===== src/rtl/token_requester.sv =====
`default_nettype none
// ============================================================================
// token_requester : job-queue driven req/ack four-phase requester with
//                   timeout abort, protocol checking and grant statistics.
// Revision 1.0
// ============================================================================
module token_requester #(
  parameter int DEPTH   = 4,
  parameter int LEN_W   = 4,
  parameter int TIMEOUT = 8,
  parameter int CNT_W   = 8
) (
  input  logic                     clk,
  input  logic                     reset,
  input  logic                     job_valid,
  input  logic [LEN_W-1:0]         job_len,
  output logic                     job_ready,
  output logic [$clog2(DEPTH):0]   fifo_count,
  output logic                     req,
  input  logic                     ack,
  output logic                     busy,
  output logic                     done,
  output logic                     timeout_err,
  output logic                     proto_err,
  input  logic                     err_clr,
  output logic [CNT_W-1:0]         grant_cnt,
  output logic [CNT_W-1:0]         max_wait
);

  localparam int AW = $clog2(DEPTH);
  localparam int WW = $clog2(TIMEOUT);
  localparam int MW = (WW > CNT_W) ? WW : CNT_W;

  typedef enum logic [1:0] {
    IDLE    = 2'd0,
    REQ     = 2'd1,
    HOLD    = 2'd2,
    RELEASE = 2'd3
  } state_t;

  state_t            state_q, state_d;
  logic [LEN_W-1:0]  mem_q [DEPTH];
  logic [AW-1:0]     wr_q, rd_q;
  logic [AW:0]       count_q, count_d;
  logic [LEN_W-1:0]  hold_q, hold_d;
  logic [WW-1:0]     wait_q, wait_d;
  logic              req_q, req_d;
  logic              done_q, done_d;
  logic              to_q, pe_q;
  logic              to_set, pe_set;
  logic [CNT_W-1:0]  grant_q, grant_d;
  logic [CNT_W-1:0]  maxw_q, maxw_d;
  logic              push, pop;
  logic [LEN_W-1:0]  head_len;
  logic [MW-1:0]     wait_ext, maxw_ext;

  assign job_ready = (count_q != (AW+1)'(DEPTH));
  assign push      = job_valid && job_ready;
  assign head_len  = mem_q[rd_q];
  assign wait_ext  = MW'(wait_q);
  assign maxw_ext  = MW'(maxw_q);

  always_comb begin
    state_d = state_q;
    req_d   = req_q;
    done_d  = 1'b0;
    hold_d  = hold_q;
    wait_d  = wait_q;
    grant_d = grant_q;
    maxw_d  = maxw_q;
    to_set  = 1'b0;
    pe_set  = 1'b0;
    pop     = 1'b0;
    case (state_q)
      IDLE: begin
        if (count_q != '0) begin
          pop     = 1'b1;
          hold_d  = (head_len == '0) ? LEN_W'(1) : head_len;
          wait_d  = '0;
          req_d   = 1'b1;
          state_d = REQ;
        end
      end
      REQ: begin
        if (ack) begin
          state_d = HOLD;
          if (grant_q != '1) grant_d = grant_q + 1'b1;
          // Wait count may be wider than the stats counter; clamp on record.
          if (wait_ext > maxw_ext)
            maxw_d = (wait_ext > MW'({CNT_W{1'b1}})) ? '1 : CNT_W'(wait_q);
        end else if (wait_q == WW'(TIMEOUT-1)) begin
          req_d   = 1'b0;
          to_set  = 1'b1;
          state_d = RELEASE;
        end else begin
          wait_d = wait_q + 1'b1;
        end
      end
      HOLD: begin
        if (!ack) pe_set = 1'b1;
        if (hold_q == LEN_W'(1)) begin
          req_d   = 1'b0;
          done_d  = 1'b1;
          state_d = RELEASE;
        end else begin
          hold_d = hold_q - 1'b1;
        end
      end
      RELEASE: begin
        if (!ack) state_d = IDLE;
      end
      default: state_d = IDLE;
    endcase

    count_d = count_q;
    if (push && !pop) count_d = count_q + 1'b1;
    else if (!push && pop) count_d = count_q - 1'b1;
  end

  always_ff @(posedge clk) begin
    if (push) mem_q[wr_q] <= job_len;
  end

  always_ff @(posedge clk or posedge reset) begin
    if (reset) begin
      state_q <= IDLE;
      wr_q    <= '0;
      rd_q    <= '0;
      count_q <= '0;
      hold_q  <= '0;
      wait_q  <= '0;
      req_q   <= 1'b0;
      done_q  <= 1'b0;
      to_q    <= 1'b0;
      pe_q    <= 1'b0;
      grant_q <= '0;
      maxw_q  <= '0;
    end else begin
      state_q <= state_d;
      count_q <= count_d;
      if (push) wr_q <= wr_q + 1'b1;
      if (pop)  rd_q <= rd_q + 1'b1;
      hold_q  <= hold_d;
      wait_q  <= wait_d;
      req_q   <= req_d;
      done_q  <= done_d;
      // A new error on the same edge as a clear must survive.
      to_q    <= to_set | (to_q & ~err_clr);
      pe_q    <= pe_set | (pe_q & ~err_clr);
      grant_q <= grant_d;
      maxw_q  <= maxw_d;
    end
  end

  assign fifo_count  = count_q;
  assign req         = req_q;
  assign busy        = (state_q == HOLD);
  assign done        = done_q;
  assign timeout_err = to_q;
  assign proto_err   = pe_q;
  assign grant_cnt   = grant_q;
  assign max_wait    = maxw_q;

endmodule
`default_nettype wire


===== config.mk =====
export PLATFORM = sky130hd
export DESIGN_NAME = token_requester
export DESIGN_NICKNAME = d
export VERILOG_FILES = /design/src/rtl/token_requester.sv
export SDC_FILE = /design/constraint.sdc
export NUM_CORES = 1
export LEC_CHECK = 0
export CORE_ASPECT_RATIO = 1.1
export CORE_UTILIZATION = 25
export DETAILED_ROUTE_END_ITERATION = 12
export GPL_TIMING_DRIVEN = 1
export MAX_ROUTING_LAYER = met4
export SLEW_MARGIN = 20
export SYNTH_ARGS = -nofsm -noshare
export SYNTH_HDL_FRONTEND = slang
export SYNTH_SLANG_ARGS = --single-unit

===== constraint.sdc =====
create_clock -name clk -period 6.3 [get_ports clk]
set_clock_uncertainty 0.05 [all_clocks]
set_input_delay 0.63 -clock clk [delete_from_list [all_inputs] [get_ports clk]]
set_output_delay 0.63 -clock clk [all_outputs]
set_load 0.02 [all_outputs]

== Word level (Yosys, flattened, before mapping) ==
Memories as Yosys holds them, arrays and structs flattened.
Cells that the tools add are included.

* Add/subtract/negate cells: 7
* Multiplexer cells: 33
* Equality and inequality tests: 15
* Reduce and logical (&&, ||, !) cells: 18
* Order comparisons: 2
* Bitwise operators: 5

{| class="wikitable"
|+ Operators by type and width
! kind !! number
|-
| 1-bit 2-to-1 mux || 15
|-
| 3-bit 2-to-1 mux || 5
|-
| 4-bit 2-to-1 mux || 3
|-
| 2-bit != test (second input constant) || 6
|-
| 2-bit 2-to-1 mux || 5
|-
| 3-bit AND reduction || 3
|-
| 8-bit by 1-bit adder with 8-bit output (second input constant) || 1
|-
| 3-bit by 8-bit > comparator with 1-bit output || 1
|-
| 3-bit by 8-bit > comparator with 1-bit output (second input constant) || 1
|-
| 8-bit 2-to-1 mux || 1
|-
| 8-bit != test (second input constant) || 1
|-
| 2-bit one-hot mux with 4 select lines || 1
|-
| 4-bit one-hot mux with 2 select lines || 1
|-
| 4-bit AND reduction || 2
|-
| 3-bit by 1-bit adder with 3-bit output (second input constant) || 2
|-
| 3-bit != test (second input constant) || 2
|-
| 3-bit one-hot mux with 2 select lines || 1
|-
| 2-bit nonzero test || 3
|-
| 3-bit nonzero test || 2
|-
| 5-bit AND reduction || 1
|-
| 2-bit by 1-bit adder with 2-bit output (second input constant) || 2
|-
| 2-bit == test (second input constant) || 2
|-
| 4-bit by 1-bit == test with 1-bit output (second input constant) || 1
|-
| 4-bit zero test || 1
|-
| other kinds (12) || 17
|}

* RAM bits: 16
* Memories kept: 1
* Register bits after elaboration: 36
* Input port bits: 9

{| class="wikitable"
|+ Memory list
! memory !! depth !! bits a word !! read ports !! clocked after Yosys merged registers in !! wr ports !! line !! source
|-
| mem_q || 4 || 4 || 1 || 0 || 1 || 42 || <nowiki>logic [LEN_W-1:0] mem_q [DEPTH];</nowiki>
|}

== Logic depth before layout (Yosys ltp) ==
* Word-level depth: 6
* Depth in mapped cells: 9
* Mapped depth without buffers: 9

== Least setup slack after synthesis ==
OpenSTA, ideal clock, no wires.

* Path kind: reg2reg
* From: reg count_q[0] (netlist: fifo_count[0])
* To: reg count_q[2] (netlist: fifo_count[2])
* Data required time: 6,169 ps
* Path buffers: 0
* Setup time: 81 ps
* Stages on the path, launching flop included: 10
* Slack: 4,003 ps
* Arrival time: 2,166 ps
* Cell sequence: dfrtp_1 nor2_1 nand2_1 and2_0 ha_1 inv_1 fa_1 xor2_1 nor2_1 xor2_1

* Elaborated cells between the ends (all ways): 14
* Those cells by class: 2 x add/sub; 1 x eq/ne; 4 x mux; 7 x reduce/logical

{| class="wikitable"
|+ RTL lines
! element !! line !! source
|-
| from (decl) || 44 || <nowiki>logic [AW:0] count_q, count_d;</nowiki>
|-
| from (signal assigned) || 140 || <nowiki>count_q <= count_d;</nowiki>
|-
| 3-bit != test (*) || 57 || <nowiki>assign job_ready = (count_q != (AW+1)'(DEPTH));</nowiki>
|-
| net job_ready || 17 || <nowiki>output logic job_ready,</nowiki>
|-
| 1-bit logical AND (*) || 58 || <nowiki>assign push = job_valid && job_ready;</nowiki>
|-
| net push || 53 || <nowiki>logic push, pop;</nowiki>
|-
| 1-bit zero test || 117 || <nowiki>else if (!push && pop) count_d = count_q - 1'b1;</nowiki>
|-
| 1-bit logical AND || 117 ||
|-
| 2-bit nonzero test (no source line) || n/a ||
|}

The timed path passes the listed nets; every way through them passes the cells marked *. The select of a mux whose other input is x is not followed.
A chain may end at the register's enable or synchronous reset.

== Worst setup path after layout ==
* From: reg state_q[0]
* To: out busy

* Cells in the longest elaborated chain, start to end: 1

{| class="wikitable"
|+ RTL lines
! element !! line !! source
|-
| from (decl) || 41 || <nowiki>state_t state_q, state_d;</nowiki>
|-
| from (signal assigned) || 139 || <nowiki>state_q <= state_d;</nowiki>
|-
| 2-bit == test || 157 || <nowiki>assign busy = (state_q == HOLD);</nowiki>
|-
| to (decl) || 21 || <nowiki>output logic busy,</nowiki>
|}

Every way passes these cells.

==> impl_metrics.env <==
export IMPL_n_antenna_cell=0
export IMPL_overflow=0
export IMPL_clock_latency_ns=0.31
export IMPL_die_y_um=104
export IMPL_max_stage_delay_ns=0.70
export IMPL_wl_um=4100
export IMPL_drtAntennaViolNets=0
export IMPL_power_leakage_nw=1.18
export IMPL_cp_slowest_cell="clkdlybuf4s50_1"
export IMPL_max_cap_viol_count=0
export IMPL_drive_above_1_share_pct=12.3
export IMPL_synth_top_family_by_area="simple AND/OR/NAND/NOR gates"
export IMPL_fin_crit_sh_pct=42.7
export IMPL_drc_errors=0
export IMPL_grt_total_usage_pct=9.25
export IMPL_critPathLaunchType="register"
export IMPL_setup_violations=0
export IMPL_grt_max_degree=32
export IMPL_tightest_slew_ns=0.500
export IMPL_cts_root_buf="clkbuf_8"
export IMPL_synth_seq_cells=47
export IMPL_max_freq_mhz=371
export IMPL_cp_max_fo=11
export IMPL_io_buffers=28
export IMPL_synth_seq_area_share_pct=52.6
export IMPL_clock_path_buffers=2
export IMPL_crit_path_end_kind="output port"
export IMPL_crit_path_cell_trace="inv_1, ha_1, clkdlybuf4s50_1"
export IMPL_synthAdderAreaFrac_pct=9.75
export IMPL_synthMuxAreaShare_pct=7.02
export IMPL_nFillCells=929
export IMPL_vias=1481
export IMPL_cts_resized=0
export IMPL_p_total_mw=1.35
export IMPL_syn_to_final_growth_pct=20.8
export IMPL_hp_class="register to register"
export IMPL_synth_area_leader_cell="dfrtp_1"
export IMPL_numCtsBuffers=5
export IMPL_postCtsHoldBufs=0
export IMPL_fin_nets=246
export IMPL_synth_edf_count=16
export IMPL_ios=34
export IMPL_postLayoutCoreUtil_pct=31.0
export IMPL_required_ns=5.62
export IMPL_finalHoldViolations=0
export IMPL_start_util_pct=25.7
export IMPL_dr_pass1_iters=4
export IMPL_syn_area_um2=2390
export IMPL_placementRows=37
export IMPL_async_flop_share_pct=66.0
export IMPL_avgSynthCellArea_um2=12.8
export IMPL_synth_area_leaders="dfrtp_1 32%, edfxtp_1 20%, ha_1 8.9%"
export IMPL_power_density_nw_per_um2=468
export IMPL_die_area_um2=9940
export IMPL_dp_cells=329
export IMPL_synthFlopType="dfrtp_1"
export IMPL_vdd_drop_max_mv=0.261
export IMPL_rsz0062_at_grt="false"
export IMPL_synth_compound_area_share_pct=8.54
export IMPL_dp_hpwl_um=2930
export IMPL_path_clk_slew_ns=0.10
export IMPL_arrival_ns=2.01
export IMPL_gp_congestion=0.755
export IMPL_yosysWarnings=0
export IMPL_viasPerCell=4.39
export IMPL_outcome="complete, no violations"
export IMPL_setup_tns_ns=0
export IMPL_stdcell_count=337
export IMPL_grt_pass1_vias=1409
export IMPL_worstSetupPathType="register to output port"
export IMPL_syn_inst=186
export IMPL_synth_xor_area_share_pct=4.77
export IMPL_synth_cell_types=48
export IMPL_maxSlewHeadroom_pct=66.5
export IMPL_drt_iter0_markers=62
export IMPL_grt_antenna_before_repair=0
export IMPL_cts_setup_buffers=0
export IMPL_synthSimpleGateAreaFrac_pct=12.5
export IMPL_fp_coreArea_um2=9310
export IMPL_htree_levels=2
export IMPL_grt_pass1_wl_um=6930
export IMPL_avgRoutedWirePerCell_um=12.2
export IMPL_fin_crit_ns=2.69
export IMPL_r2r_setup_slack_ns=4.07
export IMPL_clock_sinks=47
export IMPL_yosysTopAreaCellShare_pct=32.5
export IMPL_cts_tree="built"
export IMPL_die_w_um=95.2
export IMPL_finalMaxSlewViolations=0
-- worst max-delay path: cells and delay by family (launching register included) --
family / cells / cell delay (ns)
buf+inv: 2 / 0.82
fa+ha+maj: 1 / 0.46
flops: 1 / 0.41
-- metal layers --
metal | track usage [%] | wire [um] | up-vias
met3 | 2.41 | 180 | 5
met1 | 12.5 | 1970 | 713
li1 | - | - | 728
met5 | - | 0 | -
met4 | 2.92 | 48 | 0
met2 | 13.5 | 1890 | 35
-- worst paths after layout --
check                               from       endpoint  cells past startpoint
hold / removal              grant_cnt[6]   grant_cnt[6]                      1
setup / recovery              state_q[0]           busy                      3
max in group asynchronous          reset   grant_cnt[6]                      3
min in group asynchronous          reset        wr_q[1]                      3
setup reg to reg           fifo_count[0]  fifo_count[2]                      9
hold reg to reg             grant_cnt[6]   grant_cnt[6]                      1
-- cell usage in the layout, fill, tap and decap left out, types with 2 or more instances in the layout --
master           instances
a21oi_1                  2
nand2_1                 12
mux2_2                   6
ha_1                    17
o21a_1                   3
xor2_1                   5
o21ai_1                  3
mux4_2                   4
a31oi_1                  3
xnor2_1                  8
nand3_1                  5
inv_8                    2
nor3_1                   2
edfxtp_1                16
conb_1                   5
clkdlybuf4s50_1         28
nor2_1                   7
and3_1                   6
o21ai_0                  5
o211ai_1                 2
dfrtp_1                 31
inv_1                   15
nor2b_1                  2
clkbuf_8                 5
-- area by class of cell --
type | count | area (um2) | area share (%)
well taps | 117 | 146 | 5.08
flip-flops and latches | 47 | 1260 | 43.6
clock buffers | 5 | 68.8 | 2.39
inverters | 15 | 56.3 | 1.95
clock inverters | 3 | 31.3 | 1.09
repair buffers | 29 | 288 | 9.98
multi-input cells | 121 | 1040 | 35.9
-- report_power, final --
part | total, mW | leakage, nW | switching (mW) | internal [mW]
logic | 0.615 | 0.592 | 0.306 | 0.309
registers | 0.530 | 0.534 | 0.108 | 0.422
clock network | 0.205 | 0.0526 | 0.120 | 0.0853
total | 1.35 | 1.18 | 0.533 | 0.817
-- cells in the mapped netlist (2+ instances only) --
library cell and count:
nand2_1 12, mux2_2 6, o21ai_0 5, o211ai_1 2, nand3_1 5, dfrtp_1 31
inv_1 15, xnor2_1 8, nor2b_1 2, nor3_1 2, edfxtp_1 16, mux4_2 4
buf_4 5, o21a_1 3, ha_1 17, a21oi_1 2, a31oi_1 3, nor2_1 7
o21ai_1 3, xor2_1 5, and3_1 6
-- logic make-up (layout without fill, tap and decap cells) --
kind of cell,count (synthesis),in the layout
flip-flops,47,47
other,1,5
adder cells (fa/ha/maj),18,18
XOR/XNOR,13,13
buffers and inverters,22,52
AND/OR/NAND/NOR,47,47
AO/OA/AOI/OAI,27,27
multiplexers,11,11
-- stage by stage --
step / worst slack (ns) / hold slack, ns / cell area, um2
4_1_cts: 3.61 / 0.463 / 2880
5_1_grt: 3.48 / 0.477 / 2880
6_report: 3.61 / 0.458 / 2880
3_5_place_dp: 3.71 / 0.449 / 2780
3_3_place_gp: 3.76 / 0.432 / 2780
2_1_floorplan: 4.00 / 0.435 / 2400
-- sequential cells by signal, summed over array words and instances, names as in the netlist --
name and count:
done 1, hold_q 4, mem_q 16, req 1, wr_q 2, rd_q 2
max_wait 3, proto_err 1, fifo_count 3, grant_cnt 8, wait_q 3, timeout_err 1
state_q 2
Power figures use the tool's default switching activity.
